[src/rtl/uart_rx_fifo.sv]
// uart_rx_fifo: 8N1 UART receiver for com_RxD with a small receive FIFO.
// Each frame is sampled at mid-bit from a fixed clock divisor. Good bytes
// are queued and handed to the consumer over a valid/ready handshake.
// Optional feature: define UART_RX_PARITY_EN to expect an even-parity bit
// after the data bits. This also adds the sticky parity_err_o output.
module uart_rx_fifo #(
    parameter int CLKS_PER_BIT = 868,
    parameter int FIFO_AW      = 2
) (
    input  logic       clk_i,
    input  logic       rst_ni,
    input  logic       com_RxD_i,
    output logic [7:0] rx_data_o,
    output logic       rx_valid_o,
    input  logic       rx_ready_i,
    output logic       frame_err_o,
    output logic       overrun_o,
    input  logic       err_clr_i,
`ifdef UART_RX_PARITY_EN
    output logic       parity_err_o,
`endif
    output logic       rx_busy_o
);

    localparam int                DEPTH     = 1 << FIFO_AW;
    localparam int                CW        = $clog2(CLKS_PER_BIT);
    localparam logic [CW-1:0]     FULL_LOAD = CW'(CLKS_PER_BIT - 1);
    localparam logic [CW-1:0]     HALF_LOAD = CW'(CLKS_PER_BIT / 2 - 1);
    localparam logic [FIFO_AW:0]  DEPTH_CNT = (FIFO_AW + 1)'(DEPTH);

    typedef enum logic [2:0] {
        IDLE,
        START,
        DATA,
        STOP,
        BREAK
`ifdef UART_RX_PARITY_EN
        , PARITY
`endif
    } state_e;

    state_e             state_q, state_d;
    logic [CW-1:0]      baudCnt_q, baudCnt_d;
    logic [2:0]         bitIdx_q, bitIdx_d;
    logic [7:0]         shift_q, shift_d;
    logic               pushValid_q, pushValid_d;
    logic [1:0]         sync_q;
    logic               rxs;
    logic               frameErrEvt;
    logic               frameErr_q;
    logic               overrun_q;
    logic               overrunEvt;
    logic [FIFO_AW-1:0] wrPtr_q, rdPtr_q;
    logic [FIFO_AW:0]   count_q;
    logic [7:0]         mem_q [DEPTH];
    logic               doPush, doPop, fifoFull;
`ifdef UART_RX_PARITY_EN
    logic               parityBad_q, parityBad_d;
    logic               parityErrEvt;
    logic               parityErr_q;
`endif

    assign rxs = sync_q[1];

    // Two-flop synchronizer for the asynchronous serial line; idles high.
    always_ff @(posedge clk_i) begin
        if (!rst_ni) sync_q <= 2'b11;
        else         sync_q <= {sync_q[0], com_RxD_i};
    end

    // Receive FSM state, baud timer, bit index and shift register.
    always_ff @(posedge clk_i) begin
        if (!rst_ni) begin
            state_q     <= IDLE;
            baudCnt_q   <= '0;
            bitIdx_q    <= '0;
            shift_q     <= '0;
            pushValid_q <= 1'b0;
`ifdef UART_RX_PARITY_EN
            parityBad_q <= 1'b0;
`endif
        end else begin
            state_q     <= state_d;
            baudCnt_q   <= baudCnt_d;
            bitIdx_q    <= bitIdx_d;
            shift_q     <= shift_d;
            pushValid_q <= pushValid_d;
`ifdef UART_RX_PARITY_EN
            parityBad_q <= parityBad_d;
`endif
        end
    end

    // Next-state logic. Each timed state counts down to zero and then samples rxs.
    always_comb begin
        state_d     = state_q;
        baudCnt_d   = baudCnt_q;
        bitIdx_d    = bitIdx_q;
        shift_d     = shift_q;
        pushValid_d = 1'b0;
        frameErrEvt = 1'b0;
`ifdef UART_RX_PARITY_EN
        parityBad_d  = parityBad_q;
        parityErrEvt = 1'b0;
`endif
        case (state_q)
            IDLE: begin
                if (!rxs) begin
                    state_d   = START;
                    baudCnt_d = HALF_LOAD;
`ifdef UART_RX_PARITY_EN
                    parityBad_d = 1'b0;
`endif
                end
            end
            START: begin
                if (baudCnt_q != '0) begin
                    baudCnt_d = baudCnt_q - CW'(1);
                end else if (!rxs) begin
                    state_d   = DATA;
                    baudCnt_d = FULL_LOAD;
                    bitIdx_d  = 3'd0;
                end else begin
                    state_d = IDLE;
                end
            end
            DATA: begin
                if (baudCnt_q != '0) begin
                    baudCnt_d = baudCnt_q - CW'(1);
                end else begin
                    shift_d[bitIdx_q] = rxs;
                    baudCnt_d         = FULL_LOAD;
                    if (bitIdx_q == 3'd7) begin
`ifdef UART_RX_PARITY_EN
                        state_d = PARITY;
`else
                        state_d = STOP;
`endif
                    end else begin
                        bitIdx_d = bitIdx_q + 3'd1;
                    end
                end
            end
`ifdef UART_RX_PARITY_EN
            PARITY: begin
                if (baudCnt_q != '0) begin
                    baudCnt_d = baudCnt_q - CW'(1);
                end else begin
                    parityBad_d  = (rxs != ^shift_q);
                    parityErrEvt = (rxs != ^shift_q);
                    baudCnt_d    = FULL_LOAD;
                    state_d      = STOP;
                end
            end
`endif
            STOP: begin
                if (baudCnt_q != '0) begin
                    baudCnt_d = baudCnt_q - CW'(1);
                end else if (rxs) begin
`ifdef UART_RX_PARITY_EN
                    pushValid_d = !parityBad_q;
`else
                    pushValid_d = 1'b1;
`endif
                    state_d = IDLE;
                end else begin
                    frameErrEvt = 1'b1;
                    state_d     = BREAK;
                end
            end
            BREAK: begin
                if (rxs) state_d = IDLE;
            end
            default: state_d = IDLE;
        endcase
    end

    assign rx_valid_o = (count_q != '0);
    assign fifoFull   = (count_q == DEPTH_CNT);
    assign doPop      = rx_valid_o && rx_ready_i;
    assign doPush     = pushValid_q && (!fifoFull || doPop);
    assign overrunEvt = pushValid_q && fifoFull && !doPop;
    assign rx_data_o  = rx_valid_o ? mem_q[rdPtr_q] : 8'h00;
    assign rx_busy_o  = (state_q != IDLE);

    // FIFO storage. It needs no reset because rx_data_o is gated by rx_valid_o.
    always_ff @(posedge clk_i) begin
        if (doPush) mem_q[wrPtr_q] <= shift_q;
    end

    // FIFO pointers and fill level. A push and a pop in the same cycle leave the count unchanged.
    always_ff @(posedge clk_i) begin
        if (!rst_ni) begin
            wrPtr_q <= '0;
            rdPtr_q <= '0;
            count_q <= '0;
        end else begin
            if (doPush) wrPtr_q <= wrPtr_q + FIFO_AW'(1);
            if (doPop)  rdPtr_q <= rdPtr_q + FIFO_AW'(1);
            if (doPush && !doPop)      count_q <= count_q + (FIFO_AW + 1)'(1);
            else if (!doPush && doPop) count_q <= count_q - (FIFO_AW + 1)'(1);
        end
    end

    // Sticky error flags. A new event in the same cycle as err_clr_i wins over the clear.
    always_ff @(posedge clk_i) begin
        if (!rst_ni) begin
            frameErr_q <= 1'b0;
            overrun_q  <= 1'b0;
`ifdef UART_RX_PARITY_EN
            parityErr_q <= 1'b0;
`endif
        end else begin
            frameErr_q <= (frameErr_q & ~err_clr_i) | frameErrEvt;
            overrun_q  <= (overrun_q & ~err_clr_i) | overrunEvt;
`ifdef UART_RX_PARITY_EN
            parityErr_q <= (parityErr_q & ~err_clr_i) | parityErrEvt;
`endif
        end
    end

    assign frame_err_o = frameErr_q;
    assign overrun_o   = overrun_q;
`ifdef UART_RX_PARITY_EN
    assign parity_err_o = parityErr_q;
`endif

endmodule

[config.mk]
export PLATFORM = sky130hd
export DESIGN_NAME = uart_rx_fifo
export DESIGN_NICKNAME = d
export VERILOG_FILES = /design/src/rtl/uart_rx_fifo.sv
export SDC_FILE = /design/constraint.sdc
export NUM_CORES = 1
export LEC_CHECK = 0
export CAP_MARGIN = 5
export CELL_PAD_IN_SITES_DETAIL_PLACEMENT = 1
export CELL_PAD_IN_SITES_GLOBAL_PLACEMENT = 1
export CORE_MARGIN = 3
export CORE_UTILIZATION = 48
export DETAILED_ROUTE_END_ITERATION = 8
export PLACE_DENSITY_LB_ADDON = 0.12
export SETUP_SLACK_MARGIN = 0.05
export SKIP_CTS_REPAIR_TIMING = 1
export SYNTH_ARGS = -nofsm -noshare
export SYNTH_HDL_FRONTEND = slang
export SYNTH_SLANG_ARGS = --single-unit
[constraint.sdc]
create_clock -name clk_i -period 3.2 [get_ports clk_i]
set_clock_uncertainty 0.2 [all_clocks]
set_input_delay 0.32 -clock clk_i [delete_from_list [all_inputs] [get_ports clk_i]]
set_output_delay 0.32 -clock clk_i [all_outputs]
set_load 0.02 [all_outputs]
==> impl_metrics.csv, run 1 <==
group,metric,value,unit
worst_setup_path,crit_path_max_incr_delay,0.66,ns
drt,vias,2189,
logic_synthesis,synth_top_area_share,30.21,%
worst_setup_path,critical_path_required,2.68,ns
power,peakVddDrop,0.5534,mV
power,p_per_area,725.7,nW/um^2
worst_setup_path,slowest_stage,"dfxtp_1",
worst_setup_path,crit_chain,"mux4_2, and2_1, clkdlybuf4s50_1",
logic_synthesis,post_synth_xor_area_fraction,1.652,%
run,maxCapViolations,0,
die,chipWidth,87.40,microns
cts,cts.reportedPaths.clkPinSlew,0.08,ns
timing,tightestPinTransition,0.5901,ns
die,placeableCoreArea,6386,sq um
cts,cts_root_buffer,"clkbuf_8",
placed_design,port_buffers,16,
worst_hold_path,holdCritStartpoint,"sync_q[0]",
global_route,antenna_found_initial,0,
timing,setup_total_negative_slack,0,ns
worst_setup_path,path_max_fanout,8,
logic_synthesis,synth_cells,286,
timing,hold_viol_final,0,
placed_design,gp_routability_congestion,0.7705,
worst_hold_path,worst_hold_path.num_cells,1,
global_route,grt_pass1_vias,2221,
timing,hold_ws,0.2116,ns
logic_synthesis,post_synth_mux_area_share,7.278,%
timing,report.final.slew_viol_count,0,
logic_synthesis,synth_nets,301,
worst_setup_path,crit-reg2reg-launch,"count_q[1]",
layout,finish.utilization,57.17,%
logic_synthesis,fraction_of_the_mapped_netlist_area_in_simple_logic_gates,18.96,%
drt,postRouteWirelength,6729,microns
worst_setup_path,setup.worst_path.end_class,"output port",
placed_design,detailed_place_hpwl,4823,microns
cts,cts_buffers,9,
global_route,global_route.overflow_total,0,
cts,clock_tree.buffer_depth,2,
logic_synthesis,synth-edff-count,32,
layout,synthToLayoutAreaGrowth,14.79,%
power,p_total,2649,uW
cts,cts_sinks,70,
timing,timing.final.setup_violations,0,
logic_synthesis,ys_async_sr_fraction,0,%
worst_setup_path,setup_slack_reg_to_reg,0.59,ns
logic_synthesis,postSynthAreaPerCell,11.12,sq um
worst_setup_path,arrival_time_at_the_worst_endpoint,2.29,ns
worst_setup_path,rr_worst_depth,8,
logic_synthesis,synth_cell_type_count,52,
global_route,grtUsageTotal,19.72,%
logic_synthesis,post_synthesis_share_of_cell_area_spent_on_full_adders_half_adders_and_majority_gates,4.170,%
layout,antenna_cells,0,
logic_synthesis,synth_largest_area_cell,"edfxtp_1",
logic_synthesis,warnings_synthesis,0,
layout,final-instance-count-excl-fill,385,
logic_synthesis,synth-compound-area-share,11.17,%
cts,cts_tree,"built",
logic_synthesis,yosys_most_used_dff,"dfxtp_1",
worst_hold_path,hold_path_sink,"sync_q[1]",
logic_synthesis,number_of_synthesized_register_bits,70,
drt,drt-initial-drc-count,130,
logic_synthesis,synth_area_leaders,"edfxtp_1 (30%), dfxtp_1 (24%), mux4_2 (5.7%), ha_1 (3.5%), nor2_1 (3.3%)",
layout,nets,318,
logic_synthesis,largest_family_of_logic_cells_by_synthesized_area,"simple AND/OR/NAND/NOR gates",
global_route,grt_first_pass_wirelength,11330,microns
layout,drive_above_1_share,12.34,%
worst_setup_path,worst_setup_path_start_kind,"flip-flop",
logic_synthesis,synth_top_cells_by_count,"dfxtp_1 (38), edfxtp_1 (32), nor2_1 (28), nand2_1 (24), a21oi_1 (20)",
timing,fmaxAchievable,355.8,MHz
logic_synthesis,syn-cell-area,3181,sq um
drt,detailedRoute.firstPassIterationCount,4,
die,core.rowCount,29,
drt,drt-vias-per-instance,5.686,
logic_synthesis,synth.yosys.seq_area_share,54.13,%
timing,rsz0062_at_grt,"no",
worst_setup_path,critPathKind,"reg -> out",
run_status,run_status,"complete, no violations",
die,io-pin-count,17,
placed_design,dp_cells,369,
cts,htree_num_levels,3,
die,fp.dieArea,7639,sq um
power,leakage,0.001277,uW
worst_setup_path,regToRegEndpoint,"count_q[2]",
timing,finalCritPeriodShare,87.83,%
cts,worst_skew_pair.late_latency,0.35,ns
drt,drt-wirelength-per-cell,17.48,microns
timing,layout_min_cycle_time,2.811,ns
die,floorplan.initialDensity,49.80,%
drt,detail-route-antenna-nets,0,
drt,total_drc_errors_in_the_routed_layout,0,
global_route,grt_start_max_net_pins,17,
worst_hold_path,hp-class,"reg -> reg",
logic_synthesis,synth_most_common_cell,"dfxtp_1",
die,floorplan.die.height,87.40,microns
timing,slew-limit-headroom,60.61,%
## sequential cells by signal (all words and copies together) (netlist names), 3 cells and up, named ones only
| signal | count |
|---|---|
| count_q | 3 |
| bitIdx_q | 3 |
| shift_q | 8 |
| state_q | 3 |
| mem_q | 32 |
| baudCnt_q | 10 |
## area by class of cell
type / count / area [sq um]
clock buffers: 11 / 162.7
clock inverters: 5 / 86.33
fillers: 683 / 2735
inverters: 9 / 33.78
multi-input cells: 195 / 1375
flip-flops and latches: 70 / 1722
well taps: 77 / 96.34
repair buffers: 18 / 175.2
## placed cells by master, fill, tap and decap left out, types with 2 or more instances in the layout
cell type,count
xnor2_1,2
xor2_1,4
a2bb2oi_1,3
or2_2,2
nor2_2,2
nor2_1,28
nor4b_1,3
o21ai_0,15
edfxtp_1,32
a21oi_1,20
clkbuf_8,10
nand4_1,4
inv_1,8
or3_1,5
ha_1,9
dfxtp_1,38
nor3b_1,3
nor2b_1,3
o211a_1,2
nand2b_1,6
nand2_1,24
mux2i_1,4
clkinv_4,2
mux4_2,8
nor3_1,4
buf_4,2
clkdlybuf4s50_1,16
nor3_2,2
bufinv_16,2
nand3_1,7
and2_1,12
## logic make-up (layout without fill, tap and decap cells)
kind of cell | Yosys count | count (layout)
simple gates | 112 | 112
compound gates | 54 | 54
fa+ha+maj | 10 | 10
buf+inv | 21 | 43
flops | 70 | 70
mux | 13 | 13
xor+xnor | 6 | 6
## critical path: cells and delay by family (launching register included)
kind | cells | cell delay, ns
buffers and inverters | 1 | 0.53
and+or+nand+nor | 1 | 0.17
muxes | 1 | 0.58
DFF | 1 | 0.66
## how the worst max path moves through the flow
stage / from / end / slack (ns) / cells after the start
after floorplan: count_q[0] / count_q[2] / 0.96 / 9
after global placement: rx_ready_i / count_q[2] / 0.42 / 9
after detailed placement: rx_ready_i / count_q[2] / 0.29 / 9
after CTS: flip-flop / rx_data_o[3] / 0.32 / 3
after global routing: flip-flop / rx_data_o[3] / 0.21 / 3
final: flip-flop / rx_data_o[5] / 0.39 / 3
## metrics by stage
step                setup slack (ns)  area [sq um]
global placement              0.4183          3402
global route                  0.2112          3651
floorplan                     0.9626          3181
finish                        0.3894          3651
CTS                           0.3241          3651
detailed placement            0.2874          3402
## report_power, final
| group | total [uW] | switching, uW | internal, uW |
|---|---|---|---|
| clock | 860 | 347 | 513 |
| combinational | 736 | 384 | 352 |
| sequential | 1050 | 79.2 | 974 |
| total | 2650 | 810 | 1840 |
## layer usage
metal | global-route usage (%) | routed length [microns]
met4 | 5.718 | 70
met1 | 23.68 | 2952
met3 | 5.960 | 193
met2 | 34.04 | 3513
met5 | 0 | 0
(Power assumes the default switching activity.)
==> run 2, diff against run 1 <==
Settings changed: SLEW_MARGIN set to 5.
==> results of run 2 <==
Same layout as run 1: the final DEF is identical, and so are final timing and power.
